[src/rtl/alu_seq.sv]
// Multi-cycle ALU with registered results, an NZCV flags register, iterative
// shifts and a shift-add multiplier, driven by a start/busy/done handshake.
module alu_seq #(
    parameter int DWIDTH = 16,
    parameter int SWIDTH = 4
) (
    input  logic              clk,
    input  logic              reset,
    input  logic              start,
    input  logic [3:0]        op,
    input  logic [DWIDTH-1:0] adata,
    input  logic [DWIDTH-1:0] bdata,
    output logic              busy,
    output logic              done,
    output logic [DWIDTH-1:0] rdata,
    output logic [DWIDTH-1:0] rdata_hi,
    output logic [3:0]        flags_o,
    input  logic              flags_we,
    input  logic [3:0]        flags_wdata
);

    typedef enum logic [3:0] {
        OP_MOV = 4'd0,  OP_AND = 4'd1,  OP_OR  = 4'd2,  OP_XOR = 4'd3,
        OP_ADD = 4'd4,  OP_SUB = 4'd5,  OP_ADC = 4'd6,  OP_SBC = 4'd7,
        OP_SHL = 4'd8,  OP_SHR = 4'd9,  OP_ASR = 4'd10, OP_MUL = 4'd11,
        OP_BIS = 4'd12, OP_BIC = 4'd13, OP_TBS = 4'd14, OP_RSV = 4'd15
    } op_e;

    typedef enum logic {S_IDLE, S_RUN} state_e;

    localparam logic [SWIDTH:0] CNT_ONE = {{SWIDTH{1'b0}}, 1'b1};

    state_e            state_q;
    op_e               op_q;
    logic              busy_q, done_q;
    logic [DWIDTH-1:0] rdata_q, rdata_hi_q;
    logic [3:0]        flags_q;           // {N,Z,C,V}
    logic [DWIDTH-1:0] work_q;            // shift operand, or MUL low half / multiplier
    logic [DWIDTH-1:0] mcand_q, hi_q;
    logic [SWIDTH:0]   cnt_q;

    op_e               cur_op;
    logic [SWIDTH-1:0] shamt;
    logic [DWIDTH-1:0] bmask, sc_res;
    logic [DWIDTH:0]   sum;
    logic [3:0]        sc_flags;
    logic              cin_use, upd_nz, multi_d;

    assign cur_op = op_e'(op);
    assign shamt  = bdata[SWIDTH-1:0];
    assign bmask  = {{(DWIDTH-1){1'b0}}, 1'b1} << shamt;

    // NOTE: every always_comb output gets a default first so no path infers a latch.
    always_comb begin
        sc_res   = adata;
        sc_flags = flags_q;
        sum      = '0;
        cin_use  = 1'b0;
        upd_nz   = 1'b0;
        multi_d  = 1'b0;
        case (cur_op)
            OP_MOV: sc_res = bdata;
            OP_AND: begin sc_res = adata & bdata; upd_nz = 1'b1; end
            OP_OR:  begin sc_res = adata | bdata; upd_nz = 1'b1; end
            OP_XOR: begin sc_res = adata ^ bdata; upd_nz = 1'b1; end
            OP_ADD, OP_ADC: begin
                cin_use     = (cur_op == OP_ADC) & flags_q[1];
                sum         = {1'b0, adata} + {1'b0, bdata} + {{DWIDTH{1'b0}}, cin_use};
                sc_res      = sum[DWIDTH-1:0];
                sc_flags[1] = sum[DWIDTH];
                sc_flags[0] = (adata[DWIDTH-1] == bdata[DWIDTH-1]) &&
                              (sc_res[DWIDTH-1] != adata[DWIDTH-1]);
                upd_nz      = 1'b1;
            end
            OP_SUB, OP_SBC: begin
                // The top bit of the widened difference is the borrow.
                cin_use     = (cur_op == OP_SBC) & flags_q[1];
                sum         = {1'b0, adata} - {1'b0, bdata} - {{DWIDTH{1'b0}}, cin_use};
                sc_res      = sum[DWIDTH-1:0];
                sc_flags[1] = sum[DWIDTH];
                sc_flags[0] = (adata[DWIDTH-1] != bdata[DWIDTH-1]) &&
                              (sc_res[DWIDTH-1] != adata[DWIDTH-1]);
                upd_nz      = 1'b1;
            end
            OP_SHL, OP_SHR, OP_ASR: begin
                multi_d = (shamt != '0);
                upd_nz  = 1'b1;
            end
            OP_MUL: multi_d = 1'b1;
            OP_BIS: begin sc_res = adata | bmask;  upd_nz = 1'b1; end
            OP_BIC: begin sc_res = adata & ~bmask; upd_nz = 1'b1; end
            OP_TBS: begin sc_res = adata & bmask;  upd_nz = 1'b1; end
            default: sc_res = adata;
        endcase
        if (upd_nz) sc_flags[3:2] = {sc_res[DWIDTH-1], sc_res == '0};
    end

    // One iteration of the running shift or multiply.
    logic [DWIDTH-1:0] sh_next, hi_next, lo_next;
    logic              sh_out;
    logic [DWIDTH:0]   add_sum;

    always_comb begin
        case (op_q)
            OP_SHL:  begin sh_next = {work_q[DWIDTH-2:0], 1'b0};  sh_out = work_q[DWIDTH-1]; end
            OP_SHR:  begin sh_next = {1'b0, work_q[DWIDTH-1:1]};  sh_out = work_q[0]; end
            default: begin sh_next = {work_q[DWIDTH-1], work_q[DWIDTH-1:1]}; sh_out = work_q[0]; end
        endcase
        add_sum = {1'b0, hi_q} + (work_q[0] ? {1'b0, mcand_q} : {(DWIDTH+1){1'b0}});
        hi_next = add_sum[DWIDTH:1];
        lo_next = {add_sum[0], work_q[DWIDTH-1:1]};
    end

    // NOTE: sequential state uses non-blocking assignments so every register samples pre-edge values.
    always_ff @(posedge clk) begin
        if (reset) begin
            state_q    <= S_IDLE;
            op_q       <= OP_MOV;
            busy_q     <= 1'b0;
            done_q     <= 1'b0;
            rdata_q    <= '0;
            rdata_hi_q <= '0;
            flags_q    <= '0;
            work_q     <= '0;
            mcand_q    <= '0;
            hi_q       <= '0;
            cnt_q      <= '0;
        end else begin
            done_q <= 1'b0;
            case (state_q)
                S_IDLE: begin
                    if (flags_we) flags_q <= flags_wdata;
                    if (start) begin
                        op_q <= cur_op;
                        if (!multi_d) begin
                            rdata_q    <= sc_res;
                            rdata_hi_q <= '0;
                            done_q     <= 1'b1;
                            if (!flags_we) flags_q <= sc_flags;
                        end else begin
                            state_q <= S_RUN;
                            busy_q  <= 1'b1;
                            cnt_q   <= (cur_op == OP_MUL) ? (SWIDTH+1)'(DWIDTH) : {1'b0, shamt};
                            work_q  <= (cur_op == OP_MUL) ? bdata : adata;
                            mcand_q <= adata;
                            hi_q    <= '0;
                        end
                    end
                end
                S_RUN: begin
                    cnt_q <= cnt_q - CNT_ONE;
                    if (op_q == OP_MUL) begin
                        hi_q   <= hi_next;
                        work_q <= lo_next;
                    end else begin
                        work_q <= sh_next;
                    end
                    if (cnt_q == CNT_ONE) begin
                        state_q <= S_IDLE;
                        busy_q  <= 1'b0;
                        done_q  <= 1'b1;
                        if (op_q == OP_MUL) begin
                            rdata_q       <= lo_next;
                            rdata_hi_q    <= hi_next;
                            flags_q[3:2]  <= {lo_next[DWIDTH-1], lo_next == '0};
                        end else begin
                            rdata_q      <= sh_next;
                            rdata_hi_q   <= '0;
                            flags_q[3:1] <= {sh_next[DWIDTH-1], sh_next == '0, sh_out};
                        end
                    end
                end
                default: state_q <= S_IDLE;
            endcase
        end
    end

    assign busy     = busy_q;
    assign done     = done_q;
    assign rdata    = rdata_q;
    assign rdata_hi = rdata_hi_q;
    assign flags_o  = flags_q;

endmodule
[config.mk]
export PLATFORM = sky130hd
export DESIGN_NAME = alu_seq
export DESIGN_NICKNAME = d
export VERILOG_FILES = /design/src/rtl/alu_seq.sv
export SDC_FILE = /design/constraint.sdc
export NUM_CORES = 1
export LEC_CHECK = 0
export CAP_MARGIN = 20
export CELL_PAD_IN_SITES_DETAIL_PLACEMENT = 0
export CELL_PAD_IN_SITES_GLOBAL_PLACEMENT = 1
export CORE_MARGIN = 2
export CORE_UTILIZATION = 45
export DETAILED_ROUTE_END_ITERATION = 8
export PLACE_DENSITY = 0.9
export SLEW_MARGIN = 25
export SYNTH_ARGS = -nofsm -noshare
export SYNTH_HDL_FRONTEND = slang
export SYNTH_SLANG_ARGS = --single-unit
[constraint.sdc]
create_clock -name clk -period 8.82 [get_ports clk]
set_clock_uncertainty 0.05 [all_clocks]
set_input_delay 0.882 -clock clk [delete_from_list [all_inputs] [get_ports clk]]
set_output_delay 0.882 -clock clk [all_outputs]
set_load 0.03 [all_outputs]
==> impl_metrics.json, run 1 <==
{
  "status": "finished, final reports clean",
  "slew_violations": 0,
  "die_x_microns": 143.4,
  "die_h_microns": 143.4,
  "cts_tree": "done",
  "synth_cell_type_count": 89,
  "initial_core_util": 0.4626,
  "p_seq_frac": 0.341,
  "vias": 9413,
  "nNetsFinal": 1350,
  "critPathMaxStageDelay_ns": 1.00,
  "ys_seq_area_frac": 0.2199,
  "fin_crit_ns": 5.612,
  "cp-end-kind": "flop",
  "synthCells": 1206,
  "timing.slew.headroom": 0.2965,
  "critPathMaxFanout": 22,
  "clk_latency_ns": 0.36,
  "syn_avg_cell_area_sq_um": 7.248,
  "multi_input_area_sq_um": 6227,
  "die-area_sq_um": 20560,
  "dr.first_iter.drc_count": 1070,
  "cts_resized": 0,
  "ant_nets": 0,
  "viasPerCell": 6.267,
  "clkSlewWorstSetupHoldPaths_ns": 0.08,
  "antenna_found_initial": 0,
  "total_leakage_power_nw": 3.925,
  "drt-wirelength-per-cell_microns": 20.56,
  "drc_errors": 0,
  "gp_routability_congestion": 0.9858,
  "syn_nets": 1319,
  "grt_pass1_wl_microns": 47690,
  "cts_hold_buf": 0,
  "final_core_util": 0.5287,
  "worst_pin_slew_ns": 1.055,
  "dr.pass1.iters": 8,
  "diodes": 0,
  "postCtsSetupBuffers": 0,
  "synthFlopType": "dfxtp_1",
  "cp_cell_sequence": "clkdlybuf4s50_1, inv_1, fa_1, fa_1, nand2b_1, a31o_2, a2111oi_1, nor2_1, mux2i_1, a211o_1, or4_1, o31ai_2",
  "clockBufferDepth": 2,
  "port_buffers": 81,
  "cts_sinks": 96,
  "clock_power_share": 0.329,
  "synth_edf_count": 0,
  "max_cap_violations": 0,
  "async_flop_share": 0,
  "first_global_vias": 8400,
  "worst_setup_path_start_kind": "input port",
  "rsz0062_at_grt": "false",
  "crit_arrival_ns": 5.85,
  "max_freq_mhz": 178.2,
  "critPathBufInv": 2,
  "grt_max_degree": 89,
  "power_density_nw_per_um2": 137.6,
  "layout_commonest_cell": "nand2_1",
  "area_growth_pct": 14.29,
  "htree_num_levels": 3,
  "core_area_sq_um": 18890,
  "ys_ff_latch": 96,
  "p_switching_mw": 0.5006,
  "switching_share": 0.3643,
  "path_class": "input port to flop",
  "finalSetupTns_ns": 0,
  "fillers": 1907,
  "peakVddDrop_uv": 88.63,
  "period_share": 0.6363,
  "grtUsageTotal": 0.2983,
  "required_ns": 9.05,
  "overflow": 0,
  "drive_gt1_frac": 0.05072,
  "seqCellArea_sq_um": 1922,
  "worst_path_max_delay_cell": "clkdlybuf4s50_1",
  "cts_buffers": 9,
  "io_pins": 82,
  "routed_wirelength_microns": 30890,
  "post-dp-hpwl_microns": 22790,
  "synth_warnings": 0,
  "syn-cell-area_sq_um": 8741,
  "placement_rows": 50,
  "hold_viol_final": 0,
  "root_buffer": "clkbuf_16",
  "final-setup-viol-count": 0,
  "holdCritPathClass": "flop to flop",
  "final_cell_mix": "168 x nand2_1, 119 x a21oi_1, 96 x dfxtp_1",
  "power.internal_mw": 0.8736,
  "combPwrFrac": 0.329,
  "path_common_cell": "fa_1",
  "cpLargestDelayFamily": "compound AO/OA/AOI/OAI gates"
}
layer usage:
metal,vias up,track usage,part of all wire
met4,0,0.09546,0.029
met1,4454,0.4422,0.46
met2,459,0.4414,0.42
li1,4447,-,-
met3,53,0.04399,0.092
met5,-,0,0
layout make-up:
type,instances,area share
Sequential cell,96,0.1924
Timing Repair Buffer,98,0.09344
Multi-Input combinational cell,967,0.6234
Clock buffer,9,0.02255
Inverter,65,0.02442
Clock inverter,7,0.01127
Tap cell,260,0.03257
logic make-up after synthesis:
kind of cell             share of synthesized area
flip-flops                                  0.2199
adder cells (fa/ha/maj)                     0.1031
AND/OR/NAND/NOR                             0.2703
multiplexers                               0.03979
XOR/XNOR                                   0.03006
AO/OA/AOI/OAI                               0.2683
buffers and inverters                      0.06871
Yosys cell counts, types with 9 or more instances:
| master | n | share of area |
|---|---|---|
| o221ai_1 | 9 | 0.0090 |
| o21ai_0 | 50 | 0.029 |
| o22ai_1 | 12 | 0.0086 |
| a22oi_1 | 10 | 0.0086 |
| and2_1 | 21 | 0.015 |
| nand4_1 | 14 | 0.010 |
| o211ai_1 | 28 | 0.024 |
| a21oi_1 | 120 | 0.069 |
| buf_2 | 12 | 0.0069 |
| a221oi_1 | 13 | 0.013 |
| nor3_1 | 33 | 0.019 |
| mux2i_1 | 31 | 0.035 |
| nor4_1 | 9 | 0.0064 |
| nand2b_1 | 16 | 0.011 |
| nor2_1 | 87 | 0.037 |
| clkbuf_1 | 50 | 0.021 |
| nand2_1 | 168 | 0.072 |
| a211oi_1 | 9 | 0.0077 |
| inv_1 | 62 | 0.027 |
| o31ai_1 | 9 | 0.0077 |
| nand3_1 | 54 | 0.031 |
| xnor2_1 | 22 | 0.022 |
| a31oi_1 | 16 | 0.011 |
| ha_1 | 64 | 0.092 |
| nor2b_1 | 9 | 0.0064 |
| and3_1 | 9 | 0.0064 |
| dfxtp_1 | 96 | 0.22 |
| a21o_1 | 12 | 0.010 |
tightest hold or removal path, delay by kind of cell, from the launching register on:
kind	cells	cell delay [ns]
flops	1	0.31
simple gates	1	0.05
compound gates	1	0.05
worst paths after layout:
path	from	end	slack, ns	depth (start not counted)
setup / recovery	bdata[0]	flags_o[2]	3.21	12
hold / removal	rdata[4]	rdata[4]	0.40	2
setup reg to reg	flags_o[1]	flags_o[2]	4.40	11
hold reg to reg	rdata[4]	rdata[4]	0.40	2
sequential cells by signal, summed over array words and instances (netlist names):
name,flops
hi_q,16
mcand_q,16
rdata,16
rdata_hi,16
work_q,16
cnt_q,5
flags_o,4
op_q,4
busy,1
done,1
state_q,1
through the flow:
stage / area [sq um] / power (mW) / hold WS (ns) / worst slack, ns / instances
2_1_floorplan: 8741 / 0.7717 / 0.3817 / 4.147 / 1206
3_3_place_gp: 9651 / 0.9175 / 0.3872 / 2.901 / 1486
3_5_place_dp: 9652 / 0.9187 / 0.3927 / 3.018 / 1486
4_1_cts: 9990 / 1.368 / 0.4030 / 3.378 / 1502
5_1_grt: 9990 / 1.433 / 0.4140 / 3.034 / 1502
6_report: 9990 / 1.374 / 0.3989 / 3.208 / 1502
power by group through the flow:
stage	sequential (mW)	combinational [mW]	clock, mW
2_1_floorplan	0.490	0.282	0
3_3_place_gp	0.478	0.439	0
3_5_place_dp	0.479	0.440	0
4_1_cts	0.469	0.442	0.457
5_1_grt	0.471	0.489	0.472
6_report	0.469	0.452	0.453
Note: power is estimated with default switching activity, not from simulation.
==> run 2: changes to the inputs <==
--- a/config.mk
+++ b/config.mk
@@ -9,9 +9,9 @@
 export CELL_PAD_IN_SITES_DETAIL_PLACEMENT = 0
 export CELL_PAD_IN_SITES_GLOBAL_PLACEMENT = 1
 export CORE_MARGIN = 2
-export CORE_UTILIZATION = 45
+export CORE_UTILIZATION = 39
 export DETAILED_ROUTE_END_ITERATION = 8
-export PLACE_DENSITY = 0.9
+export PLACE_DENSITY = 0.83
 export SLEW_MARGIN = 25
 export SYNTH_ARGS = -nofsm -noshare
 export SYNTH_HDL_FRONTEND = slang
==> constraint.sdc (replaced) <==
create_clock -name clk -period 5.01 [get_ports clk]
set_clock_uncertainty 0.05 [all_clocks]
set_input_delay 0.501 -clock clk [delete_from_list [all_inputs] [get_ports clk]]
set_output_delay 0.501 -clock clk [all_outputs]
set_load 0.03 [all_outputs]
==> run 2 against run 1 <==
Clock power increased by 65%; total power increased by 74%; sequential cell count unchanged; design area increased by 2.0%; first-iteration DRC count increased by 17%; hold slack got worse by 0.0021 ns; worst setup slack got worse by 2.6 ns; clock-buffer cell count increased by 1; core utilization decreased by 6.3 points; sequential power increased by 76%; via count decreased by 0.39%; final cell count increased by 2.9%; largest power group unchanged; highest routed layer unchanged.
==> impl_metrics.json, run 2 (synthesis results as in run 1) <==
{
  "max_freq_mhz": 229.3,
  "postCtsSetupBuffers": 0,
  "die-area_sq_um": 23630,
  "crit_arrival_ns": 4.58,
  "htree_num_levels": 3,
  "place_area_sq_um": 9867,
  "root_buffer": "clkbuf_16",
  "layout_commonest_cell": "nand2_1",
  "nNetsFinal": 1376,
  "dr.first_iter.drc_count": 1250,
  "cp-end-kind": "flop",
  "finalPower_mw": 2.396,
  "core_area_sq_um": 21890,
  "worst_pin_slew_ns": 1.063,
  "dr.pass1.iters": 5,
  "overflow": 0,
  "critPathMaxFanout": 3,
  "rsz0062_at_grt": "false",
  "io_pins": 82,
  "final_core_util": 0.4652,
  "fin_cells": 1546,
  "diodes": 0,
  "cts_tree": "done",
  "timing.slew.headroom": 0.2815,
  "cts_buffers": 9,
  "final-setup-viol-count": 0,
  "fin_crit_ns": 4.362,
  "drc_errors": 0,
  "port_buffers": 81,
  "grt_max_degree": 88,
  "required_ns": 5.22,
  "holdWs_ns": 0.3968,
  "placement_rows": 54,
  "routed_wirelength_microns": 31490,
  "viasPerCell": 6.065,
  "clockBufferDepth": 2,
  "final_cell_mix": "168 x nand2_1, 120 x a21oi_1, 96 x dfxtp_1",
  "cts_sinks": 96,
  "period_share": 0.8706,
  "fin_ws_ns": 0.6483,
  "final_area_sq_um": 10180,
  "vias": 9376,
  "post-dp-hpwl_microns": 23540,
  "finalSetupTns_ns": 0,
  "status": "finished, final reports clean",
  "clkSlewWorstSetupHoldPaths_ns": 0.06,
  "holdCritPathClass": "flop to flop",
  "die_h_microns": 153.7,
  "drive_gt1_frac": 0.06793,
  "total_leakage_power_nw": 4.039,
  "clk_latency_ns": 0.35,
  "path_class": "input port to flop",
  "initial_core_util": 0.3993,
  "slew_violations": 0,
  "ant_nets": 0,
  "pre_cts_ws_ns": 0.3213,
  "max_cap_violations": 0,
  "grtUsageTotal": 0.2585,
  "power_density_nw_per_um2": 235.3,
  "gp_routability_congestion": 0.9963,
  "die_x_microns": 153.7,
  "cts_resized": 0,
  "first_global_vias": 8589,
  "hold_viol_final": 0,
  "grt_pass1_wl_microns": 48920,
  "antenna_found_initial": 0,
  "place_inst": 1532,
  "peakVddDrop_uv": 162.8,
  "worst_setup_path_start_kind": "input port",
  "cts_hold_buf": 0,
  "area_growth_pct": 16.52,
  "drt-wirelength-per-cell_microns": 20.37
}
## run 2: cell count changes in the layout (fill, tap and decap cells not counted)
cell / before / now
buf_4: 17 / 43
a2111oi_0: 1 / 2
a2111oi_1: 1 / 0
a21oi_1: 119 / 120
a21oi_2: 1 / 0
clkbuf_8: 0 / 1
clkinv_2: 1 / 0
clkinv_8: 1 / 0
clkinvlp_4: 0 / 1
inv_6: 1 / 0
inv_8: 2 / 1
## run 2: final timing paths
path,from,to,slack (ns),cells after the start
max,op[0],flags_o[2],0.65,14
min,rdata_hi[5],rdata_hi[5],0.40,2
max reg2reg,flags_o[1],flags_o[2],1.08,13
min reg2reg,rdata_hi[5],rdata_hi[5],0.40,2
## run 2: layout make-up
cell class | instances | area (sq um)
Multi-Input combinational cell | 967 | 6222
Clock buffer | 10 | 239.0
Tap cell | 280 | 350.3
Inverter | 65 | 244.0
Timing Repair Buffer | 124 | 1129
Fill cell | 2298 | 11710
Clock inverter | 4 | 78.83
Sequential cell | 96 | 1922
## run 2: worst max-delay path, cell delays in order
cell	delay, ns
clkdlybuf4s50_1	0.49
nor2b_1	0.21
nand4_1	0.15
fa_1	0.43
fa_1	0.39
nand2b_1	0.18
a31o_2	0.29
a2111oi_0	0.46
buf_4	0.20
nor2_1	0.05
mux2i_1	0.15
a211o_1	0.31
or4_1	0.52
o31ai_2	0.24
## run 2: layer usage
metal  track usage  part of all wire
met1        0.3666              0.46
met2        0.4123              0.45
met3       0.03241             0.071
met4       0.07339             0.024
met5             0                 0
## run 2: power breakdown
group	leakage, nW	total [mW]	internal, mW	switching (mW)
clock network	0.153	0.749	0.449	0.300
registers	0.781	0.826	0.796	0.0296
logic	3.11	0.822	0.311	0.511
total	4.04	2.40	1.56	0.841
